--- src/rtl/uart_pkg.sv ---
// Shared ASCII constants, FSM state encoding and byte-class helpers for the UART command parser.
// Latency: n/a (declarations and pure functions only).
// Backpressure: n/a.
package uart_pkg;

    localparam logic [7:0] CH_HASH  = 8'h23;
    localparam logic [7:0] CH_CR    = 8'h0D;
    localparam logic [7:0] CH_LF    = 8'h0A;
    localparam logic [7:0] CH_0     = 8'h30;
    localparam logic [7:0] CH_9     = 8'h39;
    localparam logic [7:0] CH_A     = 8'h41;
    localparam logic [7:0] CASE_BIT = 8'h20;

    typedef enum logic [1:0] {
        IDLE = 2'd0,
        MODE = 2'd1,
        ARG  = 2'd2
    } state_t;

    function automatic logic is_digit(input logic [7:0] c);
        return (c >= CH_0) && (c <= CH_9);
    endfunction

    function automatic logic is_term(input logic [7:0] c);
        return (c == CH_CR) || (c == CH_LF);
    endfunction

endpackage

--- src/rtl/uart_cmd_timeout.sv ---
// Idle-cycle counter: clear restarts the count, expire flags TIMEOUT_CYC-1 idle cycles while enabled.
// Latency: expire is combinational from the count register; clear takes effect next cycle.
// Backpressure: none; counter saturates at the expiry value until cleared or disabled.
module uart_cmd_timeout #(
    parameter int TIMEOUT_CYC = 50_000_000
) (
    input  logic sys_clk,
    input  logic rst,
    input  logic en,
    input  logic clr,
    output logic expire
);

    localparam int CW = (TIMEOUT_CYC > 2) ? $clog2(TIMEOUT_CYC) : 1;
    localparam logic [CW-1:0] LAST = CW'(TIMEOUT_CYC - 1);

    logic [CW-1:0] cnt;

    // Count idle cycles while enabled; any received byte or leaving the frame restarts from zero.
    always_ff @(posedge sys_clk or posedge rst) begin
        if (rst) begin
            cnt <= '0;
        end else if (clr || !en) begin
            cnt <= '0;
        end else if (cnt != LAST) begin
            cnt <= cnt + 1'b1;
        end
    end

    // A byte arriving on the expiry cycle takes priority over the abort.
    assign expire = en && !clr && (cnt == LAST);

endmodule

--- src/rtl/uart_cmd_parser.sv ---
// Parses "#<mode>[digits]<CR|LF>" frames into a one-hot mode enable plus a saturating numeric parameter.
// Latency: outputs and cmd_done update 1 cycle after the terminator strobe; cmd_err 1 cycle after the offending byte or timeout.
// Backpressure: none; every valid_flag byte is consumed in the cycle it is presented.
module uart_cmd_parser
    import uart_pkg::*;
#(
    parameter int N_MODE      = 2,
    parameter int PARAM_W     = 8,
    parameter int PARAM_MAX   = 255,
    parameter int PARAM_RST   = 0,
    parameter int MAX_DIGITS  = 3,
    parameter int TIMEOUT_CYC = 50_000_000
) (
    input  logic                            sys_clk,
    input  logic                            rst,
    input  logic [7:0]                      rx_data,
    input  logic                            valid_flag,
    output logic [N_MODE-1:0]               mode_en,
    output logic [$clog2(N_MODE+1)-1:0]     mode_idx,
    output logic [PARAM_W-1:0]              param,
    output logic                            cmd_done,
    output logic                            cmd_err
);

    localparam int IW = $clog2(N_MODE + 1);
    localparam int AW = PARAM_W + 4;
    localparam int DW = (MAX_DIGITS > 1) ? $clog2(MAX_DIGITS + 1) : 1;

    state_t          state;
    logic [IW-1:0]   pend_idx;
    logic [AW-1:0]   acc;
    logic [DW-1:0]   dcnt;
    logic            tmo_expire;

    logic [7:0]      up_ch;
    logic            letter_ok;
    logic            zero_ok;
    logic [IW-1:0]   letter_idx;
    logic [AW-1:0]   acc_mul;
    logic [AW-1:0]   acc_sat;
    logic [N_MODE-1:0] pend_onehot;

    // Classify the incoming byte: fold lower case onto upper case and decode the mode letter.
    always_comb begin
        up_ch      = rx_data & ~CASE_BIT;
        letter_ok  = (up_ch >= CH_A) && (up_ch < (CH_A + 8'(N_MODE)));
        zero_ok    = (rx_data == CH_0);
        letter_idx = IW'(up_ch - CH_A + 8'd1);
    end

    // Next decimal accumulator value; acc never exceeds PARAM_MAX so acc*10+9 fits in AW bits.
    always_comb begin
        acc_mul = (acc * AW'(10)) + AW'(rx_data[3:0]);
        acc_sat = (acc_mul > AW'(PARAM_MAX)) ? AW'(PARAM_MAX) : acc_mul;
    end

    // One-hot decode of the pending mode; index 0 means all modes off.
    always_comb begin
        pend_onehot = '0;
        for (int k = 1; k <= N_MODE; k++) begin
            if (pend_idx == IW'(k)) begin
                pend_onehot[k-1] = 1'b1;
            end
        end
    end

    uart_cmd_timeout #(
        .TIMEOUT_CYC (TIMEOUT_CYC)
    ) u_timeout (
        .sys_clk (sys_clk),
        .rst     (rst),
        .en      (state != IDLE),
        .clr     (valid_flag),
        .expire  (tmo_expire)
    );

    // Frame FSM with registered outputs; a received byte always wins over a timeout in the same cycle.
    always_ff @(posedge sys_clk or posedge rst) begin
        if (rst) begin
            state    <= IDLE;
            pend_idx <= '0;
            acc      <= '0;
            dcnt     <= '0;
            mode_en  <= '0;
            mode_idx <= '0;
            param    <= PARAM_W'(PARAM_RST);
            cmd_done <= 1'b0;
            cmd_err  <= 1'b0;
        end else begin
            cmd_done <= 1'b0;
            cmd_err  <= 1'b0;
            if (valid_flag) begin
                case (state)
                    IDLE: begin
                        if (rx_data == CH_HASH) begin
                            state <= MODE;
                        end
                    end
                    MODE: begin
                        if (letter_ok || zero_ok) begin
                            pend_idx <= letter_ok ? letter_idx : '0;
                            acc      <= '0;
                            dcnt     <= '0;
                            state    <= ARG;
                        end else if (rx_data == CH_HASH) begin
                            cmd_err <= 1'b1;
                        end else begin
                            cmd_err <= 1'b1;
                            state   <= IDLE;
                        end
                    end
                    ARG: begin
                        if (is_digit(rx_data)) begin
                            if (dcnt == DW'(MAX_DIGITS)) begin
                                cmd_err <= 1'b1;
                                state   <= IDLE;
                            end else begin
                                acc  <= acc_sat;
                                dcnt <= dcnt + 1'b1;
                            end
                        end else if (is_term(rx_data)) begin
                            mode_en  <= pend_onehot;
                            mode_idx <= pend_idx;
                            if (dcnt != '0) begin
                                param <= acc[PARAM_W-1:0];
                            end
                            cmd_done <= 1'b1;
                            state    <= IDLE;
                        end else if (rx_data == CH_HASH) begin
                            cmd_err <= 1'b1;
                            state   <= MODE;
                        end else begin
                            cmd_err <= 1'b1;
                            state   <= IDLE;
                        end
                    end
                    default: begin
                        state <= IDLE;
                    end
                endcase
            end else if (tmo_expire) begin
                cmd_err <= 1'b1;
                state   <= IDLE;
            end
        end
    end

endmodule

--- config.mk ---
export PLATFORM = sky130hd
export DESIGN_NAME = uart_cmd_parser
export DESIGN_NICKNAME = d
export VERILOG_FILES = /design/src/rtl/uart_pkg.sv /design/src/rtl/uart_cmd_timeout.sv /design/src/rtl/uart_cmd_parser.sv
export SDC_FILE = /design/constraint.sdc
export NUM_CORES = 1
export LEC_CHECK = 0
export ABC_AREA = 1
export CAP_MARGIN = 20
export CORE_ASPECT_RATIO = 1.5
export CORE_MARGIN = 2
export CORE_UTILIZATION = 41
export CTS_BUF_LIST = sky130_fd_sc_hd__clkbuf_4
export CTS_CLUSTER_DIAMETER = 100
export DETAILED_ROUTE_END_ITERATION = 10
export DONT_BUFFER_PORTS = 1
export GPL_TIMING_DRIVEN = 1
export MAX_ROUTING_LAYER = met4
export PLACE_DENSITY_LB_ADDON = 0.08
export SETUP_SLACK_MARGIN = 0.4
export SLEW_MARGIN = 20
export SYNTH_ARGS = -nofsm -noshare
export SYNTH_HDL_FRONTEND = slang
export SYNTH_SLANG_ARGS = --single-unit
export TNS_END_PERCENT = 5
--- constraint.sdc ---
create_clock -name sys_clk -period 3 [get_ports sys_clk]
set_input_delay 0.6 -clock sys_clk [delete_from_list [all_inputs] [get_ports sys_clk]]
set_output_delay 0.6 -clock sys_clk [all_outputs]
set_load 0.03 [all_outputs]
# [After elaboration in Yosys (flattened, before gate mapping)]
# Index checks and enable logic that the tools add are counted.
# W data, S select, Z words.
[word_totals] ff_bits=58 inputBits=11 output_inout_bits=14 elab_cells=94
[classes] n_addsub=5 n_mul=1 n_lt_le_gt_ge=5 eq_ne=17 n_mux=35 bitwise_logic=1 reduce_logical=20
[op_table] operator="$mux W26" count=2
[op_table] operator="$mux W12" count=4
[op_table] operator="$add A26 B1 Y26 const B" count=1
[op_table] operator="$eq A26 B26 Y1 const B" count=1
[op_table] operator="$ne A26 B26 Y1 const B" count=1
[op_table] operator="$pmux W12 S2" count=1
[op_table] operator="$mux W2" count=11
[op_table] operator="$eq A8 B4 Y1 const B" count=2
[op_table] operator="$eq A8 B6 Y1 const B" count=2
[op_table] operator="$mux W1" count=14
[op_table] operator="$add A12 B4 Y12" count=1
[op_table] operator="$gt A12 B8 Y1 const B" count=1
[op_table] operator="$mul A12 B3 Y11 const B" count=1
[op_table] operator="$reduce_and A5 Y1" count=2
[op_table] operator="$reduce_bool A2 Y1" count=5
[op_table] operator="$ge A8 B6 Y1 const B" count=1
[op_table] operator="$ge A8 B7 Y1 const B" count=1
[op_table] operator="$le A8 B6 Y1 const B" count=1
[op_table] operator="$lt A8 B7 Y1 const B" count=1
[op_table] operator="$ne A4 B4 Y1 const B" count=2
[op_table] operator="$reduce_and A4 Y1" count=2
[op_table] operator="$eq A2 B2 Y1 const B" count=3
[op_table] operator="$ne A2 B2 Y1 const B" count=3
[op_table] operator="$pmux W2 S3" count=1
[op_table] operator="other kinds (12)" count=20

# [Depth between registers and ports, before layout]
[logic_depth] ltp_word=7 depth_mapped=17 ltp_nobuf=17

# [Modules after synthesis]
# A second synthesis with hierarchy kept.
[hier_totals] hier_cells=592 area_unflattened_um2=4093.9
[modules_own_cells] mod="uart_cmd_parser" instances=1 cells_per_inst=320 area_each_um2=2372.3 seq_area_each_um2=775.7
[modules_own_cells] mod="uart_cmd_timeout" instances=1 cells_per_inst=272 area_each_um2=1721.7 seq_area_each_um2=650.6

# [Worst setup path after synthesis]
# Ideal clock, no wire load.
[synth_timing] path_type="reg2reg" from="register acc[1]" to="register acc[0]" setup_time_ns=0.116 t_arrival_ns=2.471 required_ns=2.884 slack_ns=0.413 stages_incl_launch_ff=15 n_path_buf=0 period_less_slack_ns=2.587 path_cell_list="dfrtp_1 > ha_1 > ha_1 > fa_1 > nand2_1 > inv_2 > nand4_1 > nand2_1 > nand3_1 > o21ai_0 > nand2_2 > nor2_8 > nand3_1 > nand2_1 > nand2_1"
[synth_between] elab_chain_len=7
[synth_lines] item="start: declaration" line_no="uart_cmd_parser.sv:31" rtl="logic [AW-1:0] acc;"
[synth_lines] item="start signal: assignment" line_no="uart_cmd_parser.sv:118" rtl="acc <= acc_sat;"
[synth_lines] item="$mul A12 B3 Y11" line_no="uart_cmd_parser.sv:53" rtl="acc_mul = (acc * AW'(10)) + AW'(rx_data[3:0]);"
[synth_lines] item="$add A12 B4 Y12" line_no="uart_cmd_parser.sv:53"
[synth_lines] item="$gt A12 B8 Y1" line_no="uart_cmd_parser.sv:54" rtl="acc_sat = (acc_mul > AW'(PARAM_MAX)) ? AW'(PARAM_MAX) : acc_mul;"
[synth_lines] item="$mux W12" line_no="uart_cmd_parser.sv:54"
[synth_lines] item="$mux W12" line_no="uart_cmd_parser.sv:114" rtl="if (dcnt == DW'(MAX_DIGITS)) begin"
[synth_lines] item="$mux W12" line_no="uart_cmd_parser.sv:113" rtl="if (is_digit(rx_data)) begin"
[synth_lines] item="$pmux W12 S2" line_no="uart_cmd_parser.sv:93" rtl="case (state)"
# No other way between the ends. The select of a mux whose other input is x is not followed.
# A chain may end at the register's enable or synchronous reset.

# [Worst setup path after layout]
[layout_timing] from="register acc[3]" to="register acc[2]"
# The elaborated chain is that of the path after synthesis.

==> flow_summary.ini <==
[detailed_routing]
vias = 3141
wirelength_um = 8610
drc = 0
post_drt_wl_per_cell_um = 14.2
antenna_violating_nets_post_route = 0
drtIter0Drc = 143
first_pass_iters = 4
vias_per_cell = 5.18

[setup_path]
critPathMaxFanout = 8
crit_slowest_cell = fa_2
crit_chain = ha_4 > ha_4 > fa_2 > nand2_2 > inv_2 > nand4_1 > nand2_2 > buf_6 > nand4_1 > nand2_2 > nand2_4 > nor2_8 > nand3_2 > nand2_1 > nand2_1
r2r_start = acc[3]
cp-start-kind = flop
cp-endpoint = acc[2]
critical-path-max-stage-delay_ps = 570
reg2reg_depth = 15
cp.required_ps = 3310
cp-startpoint = acc[3]
rrSetupSlack_ps = 460
r2r-end = acc[2]
critPathKind = reg2reg
end_kind = flop
worstPathArrival_ps = 2850
cpMostUsedCell = nand2_2

[floorplan]
core_mm2 = 0.00883
die_y_um = 121
fp.dieW_um = 81.7
start_util_pct = 42.0
ios = 25
die-area_mm2 = 0.00984
rows = 42

[placed_design]
io_buffers = 0
hpwl_um = 6560
finalWeightedCongestion = 0.808
placed_cell_area_mm2 = 0.00385

[global_routing]
grt_use_total_pct = 19.6
grt_pass1_vias = 3099
grt_max_degree = 58
grt_overflow = 0
grt_pass1_wl_um = 14400
antenna_found_initial = 1

[sta]
holdWs_ps = 271
fin_crit_sh_pct = 84.5
finalMaxSlewViolations = 0
hold_viol_final = 0
max_slew_margin_pct = 50.3
clock_skew_ps = 11.5
setup_viol = 0
max_freq_mhz = 394
rsz0062_at_grt = yes
tightest_slew_ps = 746
setup_tns_ps = 0
final_period_minus_worst_setup_slack_ps = 2540

[synthesis]
syn-instance-count = 472
synth_warnings = 0
synth-seq-area-share_pct = 38.4
synth_area_per_cell_um2 = 7.86
yosysUniqueCellTypes = 37
syn_nets = 510
synth-seq-cells = 57
synth_area_mm2 = 0.00371

[clock_tree]
clk_pin_slew_ps = 100
clock_tree.root_cell = clkbuf_4
cts_tree = built
htreeDepth = 3
cts.path.max_buffers = 2
clock_latency_ps = 410
numCtsBuffers = 9
cts_num_sinks = 57

[layout]
nets = 528
drive_above_1_share_pct = 18.0
area_growth_syn_to_layout_pct = 12.6
final_cell_area_mm2 = 0.00418
finish.utilization_pct = 47.3

[power_and_ir_drop]
p_per_area_mw_per_mm2 = 424
vdd_drop_max_uv = 222
p_leak_nw = 2.06

[run]
drv_cap = 0

[run_status]
status = finished clean

[hold_path]
holdCritPathClass = in2async
==> power by group <==
| part | switching (mW) | total, mW | leakage, nW | internal (mW) |
|---|---|---|---|---|
| Sequential | 0.0333 | 0.836 | 0.788 | 0.803 |
| Clock | 0.297 | 0.470 | 0.0619 | 0.173 |
| Combinational | 0.302 | 0.463 | 1.21 | 0.161 |
| Total | 0.632 | 1.77 | 2.06 | 1.14 |
==> routing by layer <==
| metal | global-route usage [%] | up-vias | share of wire (%) |
|---|---|---|---|
| met5 | - | - | 0 |
| met4 | 6.56 | 0 | 1.0 |
| met3 | 3.88 | 5 | 1.8 |
| met2 | 35.6 | 19 | 57 |
| met1 | 20.9 | 1518 | 40 |
| li1 | - | 1599 | - |
==> synthesized netlist by cell type <==
cell | instances | area (µm²)
nor4_4 | 1 | 21.3
inv_1 | 61 | 229
nand4_1 | 16 | 100
a211oi_1 | 2 | 15.0
nor3_2 | 1 | 10.0
inv_2 | 8 | 30.0
o221a_2 | 1 | 11.3
mux2_2 | 3 | 33.8
a31oi_1 | 5 | 31.3
nor3_4 | 1 | 16.3
nand2_2 | 9 | 56.3
nand3_2 | 1 | 10.0
nor3b_1 | 2 | 15.0
xnor2_1 | 3 | 26.3
xor2_1 | 7 | 61.3
o211a_1 | 1 | 10.0
nand2_4 | 3 | 33.8
ha_1 | 25 | 313
nand3b_1 | 1 | 7.51
nand3_1 | 36 | 180
and3_1 | 1 | 6.26
a21oi_1 | 17 | 85.1
clkbuf_1 | 4 | 15.0
fa_1 | 2 | 40.0
nor2_8 | 1 | 20.0
a21o_1 | 1 | 7.51
nor4_1 | 4 | 25.0
o21ai_1 | 8 | 40.0
dfrtp_1 | 57 | 1430
nand2_1 | 108 | 405
o21a_1 | 2 | 15.0
nor2_1 | 32 | 120
nor2_4 | 3 | 33.8
mux2_1 | 5 | 56.3
nor2_2 | 3 | 18.8
o21ai_0 | 21 | 105
nor3_1 | 16 | 80.1
==> flip-flops by register name, indices dropped and copies added (netlist names), 2 cells and up <==
register       flops
mode_idx           2
param              8
dcnt               2
pend_idx           2
acc               11
u_timeout.cnt     26
state              2
mode_en            2
==> worst min path at each step <==
stage | startpoint | endpoint | slack (ps) | cells past startpoint
final | rst | u_timeout.cnt[20] | 270 | 2
after global routing | rst | u_timeout.cnt[21] | 320 | 2
after CTS | rst | u_timeout.cnt[15] | 270 | 2
after detailed placement | pend_idx[1] | mode_en[0] | 480 | 1
after global placement | pend_idx[1] | mode_en[0] | 480 | 1
after floorplan | pend_idx[1] | mode_en[0] | 450 | 1
==> cell type report <==
class                           count  area, µm²
Antenna cell                        1       2.50
Clock buffer                       10       75.1
Clock inverter                      6       35.0
Fill cell                         908       4650
Inverter                           69        262
Multi-Input combinational cell    342       2150
Sequential cell                    57       1430
Tap cell                          110        138
Timing Repair Buffer               11       86.3
==> worst max-delay path, delay by kind of cell (launching register included) <==
kind          cells  cell delay [ps]
fa+ha+maj         3              980
simple gates     10              880
flops             1              450
buf+inv           2              140
==> kinds of logic (layout without fill, tap and decap cells) <==
logic type	count (synthesis)	count (layout)	synth area share, %
compound gates	58	58	8.63
xor+xnor	10	10	2.36
fa+ha+maj	27	27	9.51
buf+inv	73	96	7.38
flops	57	57	38.4
mux	8	8	2.43
other cells	0	1	0
simple gates	239	239	31.3
==> cell usage in the layout, fill, tap and decap left out, drive strengths merged, types with 3 or more instances in the layout <==
cell,instances
nand2,120
inv,69
dfrtp,57
nor2,39
nand3,37
o21ai,29
ha,25
nor3,18
a21oi,17
nand4,16
buf,11
clkbuf,10
mux2,8
xor2,7
a31oi,5
nor4,5
clkinv,4
xnor2,3
==> stage by stage <==
stage               std cells  worst slack (ps)  total power [mW]
global route              606               310              1.91
CTS                       603               403              1.78
floorplan                 472               413              1.17
finish                    606               464              1.77
detailed placement        580               186              1.27
global placement          580               224              1.26
==> what timing repair did <==
action	CTS	global route
hold buffers	0	0
gates resized for setup	21	11
endpoints found under the setup margin	8	8
setup buffers	7	2
pin swaps	6	13
No activity file was read; power rests on OpenSTA's default activity.
